**config.mk**
```make
export PLATFORM = sky130hd
export DESIGN_NAME = fetch_queue
export DESIGN_NICKNAME = d
export VERILOG_FILES = /design/src/rtl/fetch_queue.sv
export SDC_FILE = /design/constraint.sdc
export NUM_CORES = 1
export LEC_CHECK = 0
export ABC_CLOCK_PERIOD_IN_PS = 5900
export CORE_UTILIZATION = 25
export CTS_CLUSTER_SIZE = 10
export DETAILED_ROUTE_END_ITERATION = 7
export SLEW_MARGIN = 20
export SYNTH_ARGS = -nofsm -noshare
export SYNTH_HDL_FRONTEND = slang
export SYNTH_SLANG_ARGS = --single-unit
```
**constraint.sdc**
```tcl
create_clock -name clk -period 5.9 [get_ports clk]
set_clock_uncertainty 0.2 [all_clocks]
set_input_delay 1.18 -clock clk [delete_from_list [all_inputs] [get_ports clk]]
set_output_delay 1.18 -clock clk [all_outputs]
set_load 0.005 [all_outputs]
```
**src/rtl/fetch_queue.sv**
```systemverilog
// Instruction-fetch front end: PC generator, single-outstanding memory port and
// a first-word-fall-through prefetch FIFO, with redirect flush.
module fetch_queue #(
  parameter int unsigned     XLEN     = 32,
  parameter int unsigned     DEPTH    = 4,
  parameter logic [XLEN-1:0] RESET_PC = '0
) (
  input  logic                     clk,
  input  logic                     reset,
  output logic                     imem_req,
  output logic [XLEN-1:0]          imem_addr,
  input  logic                     imem_valid,
  input  logic [31:0]              imem_rdata,
  input  logic                     redirect,
  input  logic [XLEN-1:0]          redirect_pc,
  output logic                     if_valid,
  output logic [31:0]              if_instr,
  output logic [XLEN-1:0]          if_pc,
  output logic [XLEN-1:0]          if_pcp4,
  input  logic                     id_ready,
  output logic [$clog2(DEPTH):0]   occupancy,
  output logic                     fetch_misalign
);

  localparam int unsigned AW = $clog2(DEPTH);
  localparam int unsigned CW = AW + 1;
  localparam logic [CW:0] DEPTH_W = (CW + 1)'(DEPTH);

  logic [XLEN-1:0] fetch_pc_q, fetch_pc_d;
  logic [XLEN-1:0] req_pc_q, req_pc_d;
  logic            outstanding_q, outstanding_d;
  logic            discard_q, discard_d;
  logic            misalign_q, misalign_d;
  logic [AW-1:0]   rd_ptr_q, rd_ptr_d;
  logic [AW-1:0]   wr_ptr_q, wr_ptr_d;
  logic [CW-1:0]   count_q, count_d;

  logic [31:0]     instr_mem [DEPTH];
  logic [XLEN-1:0] pc_mem    [DEPTH];

  logic            pop;
  logic            push;
  logic            rsp;
  logic            issue;
  logic [CW:0]     count_after;

  always_comb begin
    rsp  = imem_valid && outstanding_q;
    pop  = (count_q != '0) && id_ready;
    push = rsp && !discard_q && !redirect;
    // Occupancy as it will be after this cycle's push/pop, so the FIFO always
    // has a free slot reserved for the response of any issued request.
    count_after = {1'b0, count_q} + {{CW{1'b0}}, push} - {{CW{1'b0}}, pop};
    issue = !reset && !redirect && (!outstanding_q || imem_valid) &&
            (count_after < DEPTH_W);
  end

  always_comb begin
    fetch_pc_d    = fetch_pc_q;
    req_pc_d      = req_pc_q;
    outstanding_d = outstanding_q;
    discard_d     = discard_q;
    misalign_d    = misalign_q;
    rd_ptr_d      = rd_ptr_q;
    wr_ptr_d      = wr_ptr_q;
    count_d       = count_q;
    if (redirect) begin
      fetch_pc_d = {redirect_pc[XLEN-1:2], 2'b00};
      rd_ptr_d   = '0;
      wr_ptr_d   = '0;
      count_d    = '0;
      if (rsp) begin
        outstanding_d = 1'b0;
        discard_d     = 1'b0;
      end else if (outstanding_q) begin
        discard_d = 1'b1;
      end
      if (redirect_pc[1:0] != 2'b00) begin
        misalign_d = 1'b1;
      end
    end else begin
      if (rsp) begin
        outstanding_d = 1'b0;
        discard_d     = 1'b0;
      end
      if (issue) begin
        outstanding_d = 1'b1;
        fetch_pc_d    = fetch_pc_q + XLEN'(4);
        req_pc_d      = fetch_pc_q;
      end
      if (push) begin
        wr_ptr_d = wr_ptr_q + AW'(1);
      end
      if (pop) begin
        rd_ptr_d = rd_ptr_q + AW'(1);
      end
      count_d = count_after[CW-1:0];
    end
  end

  always_ff @(posedge clk) begin
    if (reset) begin
      fetch_pc_q    <= RESET_PC;
      req_pc_q      <= RESET_PC;
      outstanding_q <= 1'b0;
      discard_q     <= 1'b0;
      misalign_q    <= 1'b0;
      rd_ptr_q      <= '0;
      wr_ptr_q      <= '0;
      count_q       <= '0;
    end else begin
      fetch_pc_q    <= fetch_pc_d;
      req_pc_q      <= req_pc_d;
      outstanding_q <= outstanding_d;
      discard_q     <= discard_d;
      misalign_q    <= misalign_d;
      rd_ptr_q      <= rd_ptr_d;
      wr_ptr_q      <= wr_ptr_d;
      count_q       <= count_d;
    end
  end

  // Storage needs no reset: count_q alone decides which entries are live.
  always_ff @(posedge clk) begin
    if (push && !reset) begin
      instr_mem[wr_ptr_q] <= imem_rdata;
      pc_mem[wr_ptr_q]    <= req_pc_q;
    end
  end

  assign imem_req       = issue;
  assign imem_addr      = fetch_pc_q;
  assign if_valid       = (count_q != '0);
  assign if_instr       = instr_mem[rd_ptr_q];
  assign if_pc          = pc_mem[rd_ptr_q];
  assign if_pcp4        = pc_mem[rd_ptr_q] + XLEN'(4);
  assign occupancy      = count_q;
  assign fetch_misalign = misalign_q;

endmodule
```
==> impl_metrics.yaml, run 1 <==
status:
  outcome: "complete, no violations"
pwr:
  power_density_nw_per_um2: 290.8
  p_leak_nw: 5.326
  fin_total_pwr_w: 0.004908
  ir_worst_vdd_mv: 0.2185
floorplanning:
  io_pins: 203
  chipWidth_microns: 230.5
  core_area_sq_um: 51410
  die_area_sq_um: 53110
  die_h_microns: 230.5
  row_count: 83
  initial_utilization_pct: 25.38
critical_path:
  r2r_start: "occupancy[1]"
  reg2reg_depth: 13
  endpoint_kind: "primary output"
  rr_endpoint: "imem_addr[15]"
  startpoint_type: "input port"
  worst-path-max-fanout: 4
  cp.arrival_ps: 4270
  crit_required_ps: 4520
  crit_type: "in -> out"
  regToRegSetupSlack_ps: 1930
layout:
  layout_common_cells: "248 x edfxtp_1, 195 x clkdlybuf4s50_1, 91 x nand2_1"
  fin_cells: 1733
  n_fill_cell: 5016
  area_growth_pct: 29.36
  n_antenna_cell: 0
  multiInputGateArea_sq_um: 3861
  mostFrequentLayoutCell: "edfxtp_1"
  drive_gt1_share_pct: 14.43
  layout.nets: 1113
  regArea_sq_um: 8896
synth:
  synth-warning-count: 0
  syn_inst: 818
  async_flop_share_pct: 0
  synthDistinctLibCells: 58
  netlist.area_leader.share_pct: 57.07
  netlist_area_sq_um: 13050
  ys.flop_type: "edfxtp_1"
  syn_avg_cell_area_sq_um: 15.95
  ys_seq_area_share_pct: 68.12
  yosysTopAreaCell: "edfxtp_1"
  synth_edf_count: 248
  synthTopCellsByArea: "edfxtp_1 57%, dfxtp_1 11%, mux4_2 9.1%"
  synth_seq_cells: 320
grt:
  use_met2_pct: 19.37
  track_usage_pct: 12.45
  grt_use_met3_pct: 2.717
  first_global_vias: 7830
  grt_max_degree: 66
  grt_overflow: 0
  grt-busiest-layer: "met2"
  grt_pass1_wl_microns: 49430
  antenna_found_initial: 0
  gr-usage-met1_pct: 17.43
sta:
  maxSlewViolCount: 0
  finalCritPeriodShare_pct: 95.70
  finalWorstSetupSlack_ps: 253.5
  rsz0062_at_grt: "false"
  min_period_ps: 5647
  max-slew-margin-rel_pct: 47.45
  fin_hold_ws_ps: 255.7
  tns_ps: 0
  setup_viol: 0
  hold_viol: 0
  worst_pin_slew_ps: 788.2
  fmax_mhz: 177.1
drt:
  vias: 7668
  drtIter0Drc: 493
  drt_pass1_iterations: 5
  wl_microns: 33220
  viasPerCell: 4.425
  drc_errors: 0
  ant_nets: 0
  wl_per_cell_microns: 19.17
clocking:
  cts_root_buf: "clkbuf_16"
  clk_pin_slew_ps: 60
  cts_setup_buffers: 0
  holdBufCountCts: 0
  ctsResizeCount: 0
  clkLatencyLatePin_ps: 530
  cts_max_level: 2
  cts_tree: "built"
  clock-sinks: 320
  cts_buffers: 39
  cts_buffer_depth: 3
placed_design:
  gp_congestion: 0.7733
  io_buffers: 196
  pre_cts_ws_ps: 238.3
  hpwl_microns: 22480
  dp.cells: 1672
min_path:
  hp-start: "fetch_misalign"
  hp-class: "reg -> reg"
  min_to: "fetch_misalign"
  hold_depth: 2
flow_run:
  maxCapViolCount: 0
==> stage by stage <==
step                utilization [%]  instance area [sq um]
finish                        32.84                  16880
global route                  32.84                  16880
global placement              30.67                  15770
floorplan                         -                  13070
CTS                           32.84                  16880
detailed placement            30.67                  15770
==> layout make-up <==
type | instances | area share, %
multi-input combinational | 440 | 22.87
sequential | 320 | 52.70
inverter | 18 | 0.4003
timing repair buffer | 214 | 12.39
clock inverter | 6 | 0.2668
clock buffer | 55 | 6.323
tap | 680 | 5.040
==> report_power, final <==
group | total [W] | switching, W | internal, W
combinational | 0.000292 | 0.000139 | 0.000153
clock | 0.00212 | 0.000866 | 0.00125
sequential | 0.00250 | 0.0000452 | 0.00246
==> worst max-delay path, cell delays in order <==
cell and delay (ps):
clkdlybuf4s50_1 510, nand2_1 60, nor3_1 190, inv_1 110, ha_1 290, inv_1 60, ha_1 150, inv_1 50
fa_1 420, and4bb_2 250, a31oi_1 240, a21o_1 250, inv_2 60, clkdlybuf4s50_1 450
==> worst max path at each step <==
stage / slack [ps] / endpoint / start
after floorplan: 610 / imem_req / redirect
after global placement: 250 / imem_req / imem_valid
after detailed placement: 240 / imem_req / imem_valid
after CTS: 220 / imem_req / imem_valid
after global routing: 40 / imem_req / imem_valid
final: 250 / imem_req / imem_valid
==> flip-flops by register name (all words and copies together), names as in the netlist, named ones only <==
register	cells
instr_mem	128
outstanding_q	1
wr_ptr_q	2
fetch_misalign	1
imem_addr	30
pc_mem	120
rd_ptr_q	2
req_pc_q	30
discard_q	1
occupancy	3
==> synthesized netlist by cell type, types with 3 or more instances <==
master / number
nor3_1: 10
and2_1: 9
clkbuf_1: 19
xnor2_1: 39
dfxtp_1: 72
buf_4: 6
nand2_1: 91
nor4_2: 4
a211oi_1: 24
a21oi_1: 36
mux4_2: 53
buf_1: 3
nand4_4: 3
edfxtp_1: 248
and3_1: 5
mux4_1: 8
and4_1: 11
xor2_1: 19
inv_1: 15
nor2_1: 46
nand4_1: 12
nand3_1: 14
buf_2: 12
ha_1: 10
==> layer usage <==
layer,routed length [microns],vias up
li1,-,3555
met4,601,0
met5,0,-
met2,15240,236
met1,15460,3835
met3,1921,42
==> logic make-up (layout without fill, tap and decap cells) <==
group	after synthesis	after routing	synth area share, %
buf+inv	63	293	2.512
compound gates	72	72	3.490
mux	63	63	11.03
flops	320	320	68.12
fa+ha+maj	11	11	1.112
simple gates	230	230	9.819
xor+xnor	58	58	3.893
other cells	1	6	0.02874
No activity file was read; power rests on OpenSTA's default activity.
==> run 2, diff against run 1 <==
--- a/config.mk
+++ b/config.mk
@@ -9,7 +9,6 @@
 export CORE_UTILIZATION = 25
 export CTS_CLUSTER_SIZE = 10
 export DETAILED_ROUTE_END_ITERATION = 7
-export SLEW_MARGIN = 20
 export SYNTH_ARGS = -nofsm -noshare
 export SYNTH_HDL_FRONTEND = slang
 export SYNTH_SLANG_ARGS = --single-unit
==> constraint.sdc (replaced) <==
create_clock -name clk -period 5.9 [get_ports clk]
set_clock_uncertainty 0.2 [all_clocks]
set_input_delay 1.77 -clock clk [delete_from_list [all_inputs] [get_ports clk]]
set_output_delay 1.77 -clock clk [all_outputs]
set_load 0.005 [all_outputs]
==> impl_metrics.yaml, run 2 (synthesized netlist as in run 1, its figures left out) <==
sta:
  fin_hold_ws_ps: 255.7
  min_period_ps: 5815
  maxSlewViolCount: 0
  finalCritPeriodShare_pct: 98.56
  fmax_mhz: 172.0
  setup_viol: 0
  tns_ps: 0
  rsz0062_at_grt: "false"
  max-slew-margin-rel_pct: 46.09
  worst_pin_slew_ps: 808.7
  hold_viol: 0
drt:
  wl_microns: 32800
  drc_errors: 0
  drt_pass1_iterations: 4
  vias: 7707
  drtIter0Drc: 438
  wl_met1_microns: 15270
  wl_met3_microns: 1958
  highest_layer: "met4"
  viasPerCell: 4.401
  wl_per_cell_microns: 18.73
  wl_met2_microns: 14920
  ant_nets: 0
critical_path:
  crit_required_ps: 3930
  cp_slowest_cell: "fa_2"
  reg2reg_depth: 14
  path_cells: "buf_6, nand2_2, nor3_4, inv_2, ha_4, inv_2, ha_4, inv_2, fa_2, and4bb_2, mux2i_4, a21o_4, inv_4, buf_6"
  endpoint_kind: "primary output"
  worst-path-max-fanout: 4
  startpoint_type: "input port"
  crit_top_cell: "inv_2"
  max_stage_delay_ps: 400
  crit_type: "in -> out"
  cp.arrival_ps: 3850
clocking:
  cts_tree: "built"
  cts_buffers: 40
  cts_max_level: 2
  clkLatencyLatePin_ps: 540
  cts_root_buf: "clkbuf_16"
  clock-sinks: 320
  cts_buffer_depth: 3
  holdBufCountCts: 0
  clk_pin_slew_ps: 50
placed_design:
  io_buffers: 196
  gp_congestion: 0.7504
  hpwl_microns: 22050
  dp.cells: 1682
  placed_area_sq_um: 15910
layout:
  largest_reg_flops: 128
  area_growth_pct: 31.54
  n_antenna_cell: 0
  layout_common_cells: "248 x edfxtp_1, 191 x clkdlybuf4s50_1, 90 x nand2_1"
  reg_top3: "instr_mem: 128 flops, pc_mem: 120 flops"
  layout.nets: 1127
  fin_cells: 1751
  drive_gt1_share_pct: 17.37
  top_register: "instr_mem"
  mostFrequentLayoutCell: "edfxtp_1"
  final_cell_area_sq_um: 17160
  n_fill_cell: 5027
floorplanning:
  core_area_sq_um: 51410
  die_area_sq_um: 53110
  initial_utilization_pct: 25.38
  row_count: 83
  io_pins: 203
  die_h_microns: 230.5
  chipWidth_microns: 230.5
min_path:
  hp-class: "reg -> reg"
  hold_depth: 2
pwr:
  p_leak_nw: 5.455
  ir_worst_vdd_mv: 0.2017
  power_density_nw_per_um2: 293.7
grt:
  grt_max_degree: 66
  first_global_vias: 8048
  track_usage_pct: 12.37
  antenna_found_initial: 0
  grt_pass1_wl_microns: 49710
  grt_overflow: 0
status:
  outcome: "complete, no violations"
flow_run:
  maxCapViolCount: 0
## run 2: changes by cell type in the layout (fill, tap and decap cells not counted), sizes merged
| cell | change |
|---|---|
| buf | +15 |
| clkbuf | +4 |
| clkdlybuf4s50 | -4 |
| clkinv | +2 |
| clkinvlp | -1 |
| dlygate4sd2 | +1 |
| inv | +1 |
## run 2: cell type report
cell class	instances	area [sq um]	share of cell area (%)
clock inverter	8	72.57	0.4228
tap	680	850.8	4.957
clock buffer	58	1111	6.473
timing repair buffer	227	2211	12.88
multi-input combinational	440	3953	23.03
inverter	18	70.07	0.4082
sequential	320	8896	51.83
## run 2: where the power goes
group / internal, W / switching [W] / leakage [nW]
logic: 0.000164 / 0.000143 / 2.02
registers: 0.00245 / 0.0000465 / 2.85
clock network: 0.00131 / 0.000921 / 0.577
total: 0.00393 / 0.00111 / 5.45
## run 2: final timing paths
kind,slack (ps),end,start
max,80,imem_req,imem_valid
min,260,fetch_misalign,fetch_misalign
max reg2reg,1950,imem_addr[13],occupancy[1]
min reg2reg,260,fetch_misalign,fetch_misalign
## run 2: through the flow
stage          worst slack [ps]  util [%]  total power [W]
2_1_floorplan            -120.4         -         0.002675
3_3_place_gp             -850.3     30.95         0.002845
3_5_place_dp             -855.2     30.95         0.002850
4_1_cts                  0.7110     33.36         0.005115
5_1_grt                  0.5791     33.39         0.005220
6_report                  84.69     33.39         0.005040
## run 2: routing by layer
metal  vias up  track usage, %
met2       254           19.36
met5         -               0
li1       3582               -
met4         0           3.849
met1      3819           17.01
met3        52           2.730
## run 2: what timing repair did
item | in CTS | in global routing
endpoints found under the setup margin | 1 | 1
gates resized for setup | 19 | 6
pin swaps | 5 | 4
buffers inserted | 2 | 1
## run 2: worst max-delay path, delay by kind of cell
kind / cells / cell delay [ps]
buf+inv: 6 / 380
simple gates: 3 / 590
compound gates: 1 / 260
mux: 1 / 80
fa+ha+maj: 3 / 760
==> run 3, diff against run 2 <==
--- a/config.mk
+++ b/config.mk
@@ -12,3 +12,4 @@
 export SYNTH_ARGS = -nofsm -noshare
 export SYNTH_HDL_FRONTEND = slang
 export SYNTH_SLANG_ARGS = --single-unit
+export TNS_END_PERCENT = 5
==> results of run 3 <==
No change in the layout: final DEF, timing and power equal those of run 2.
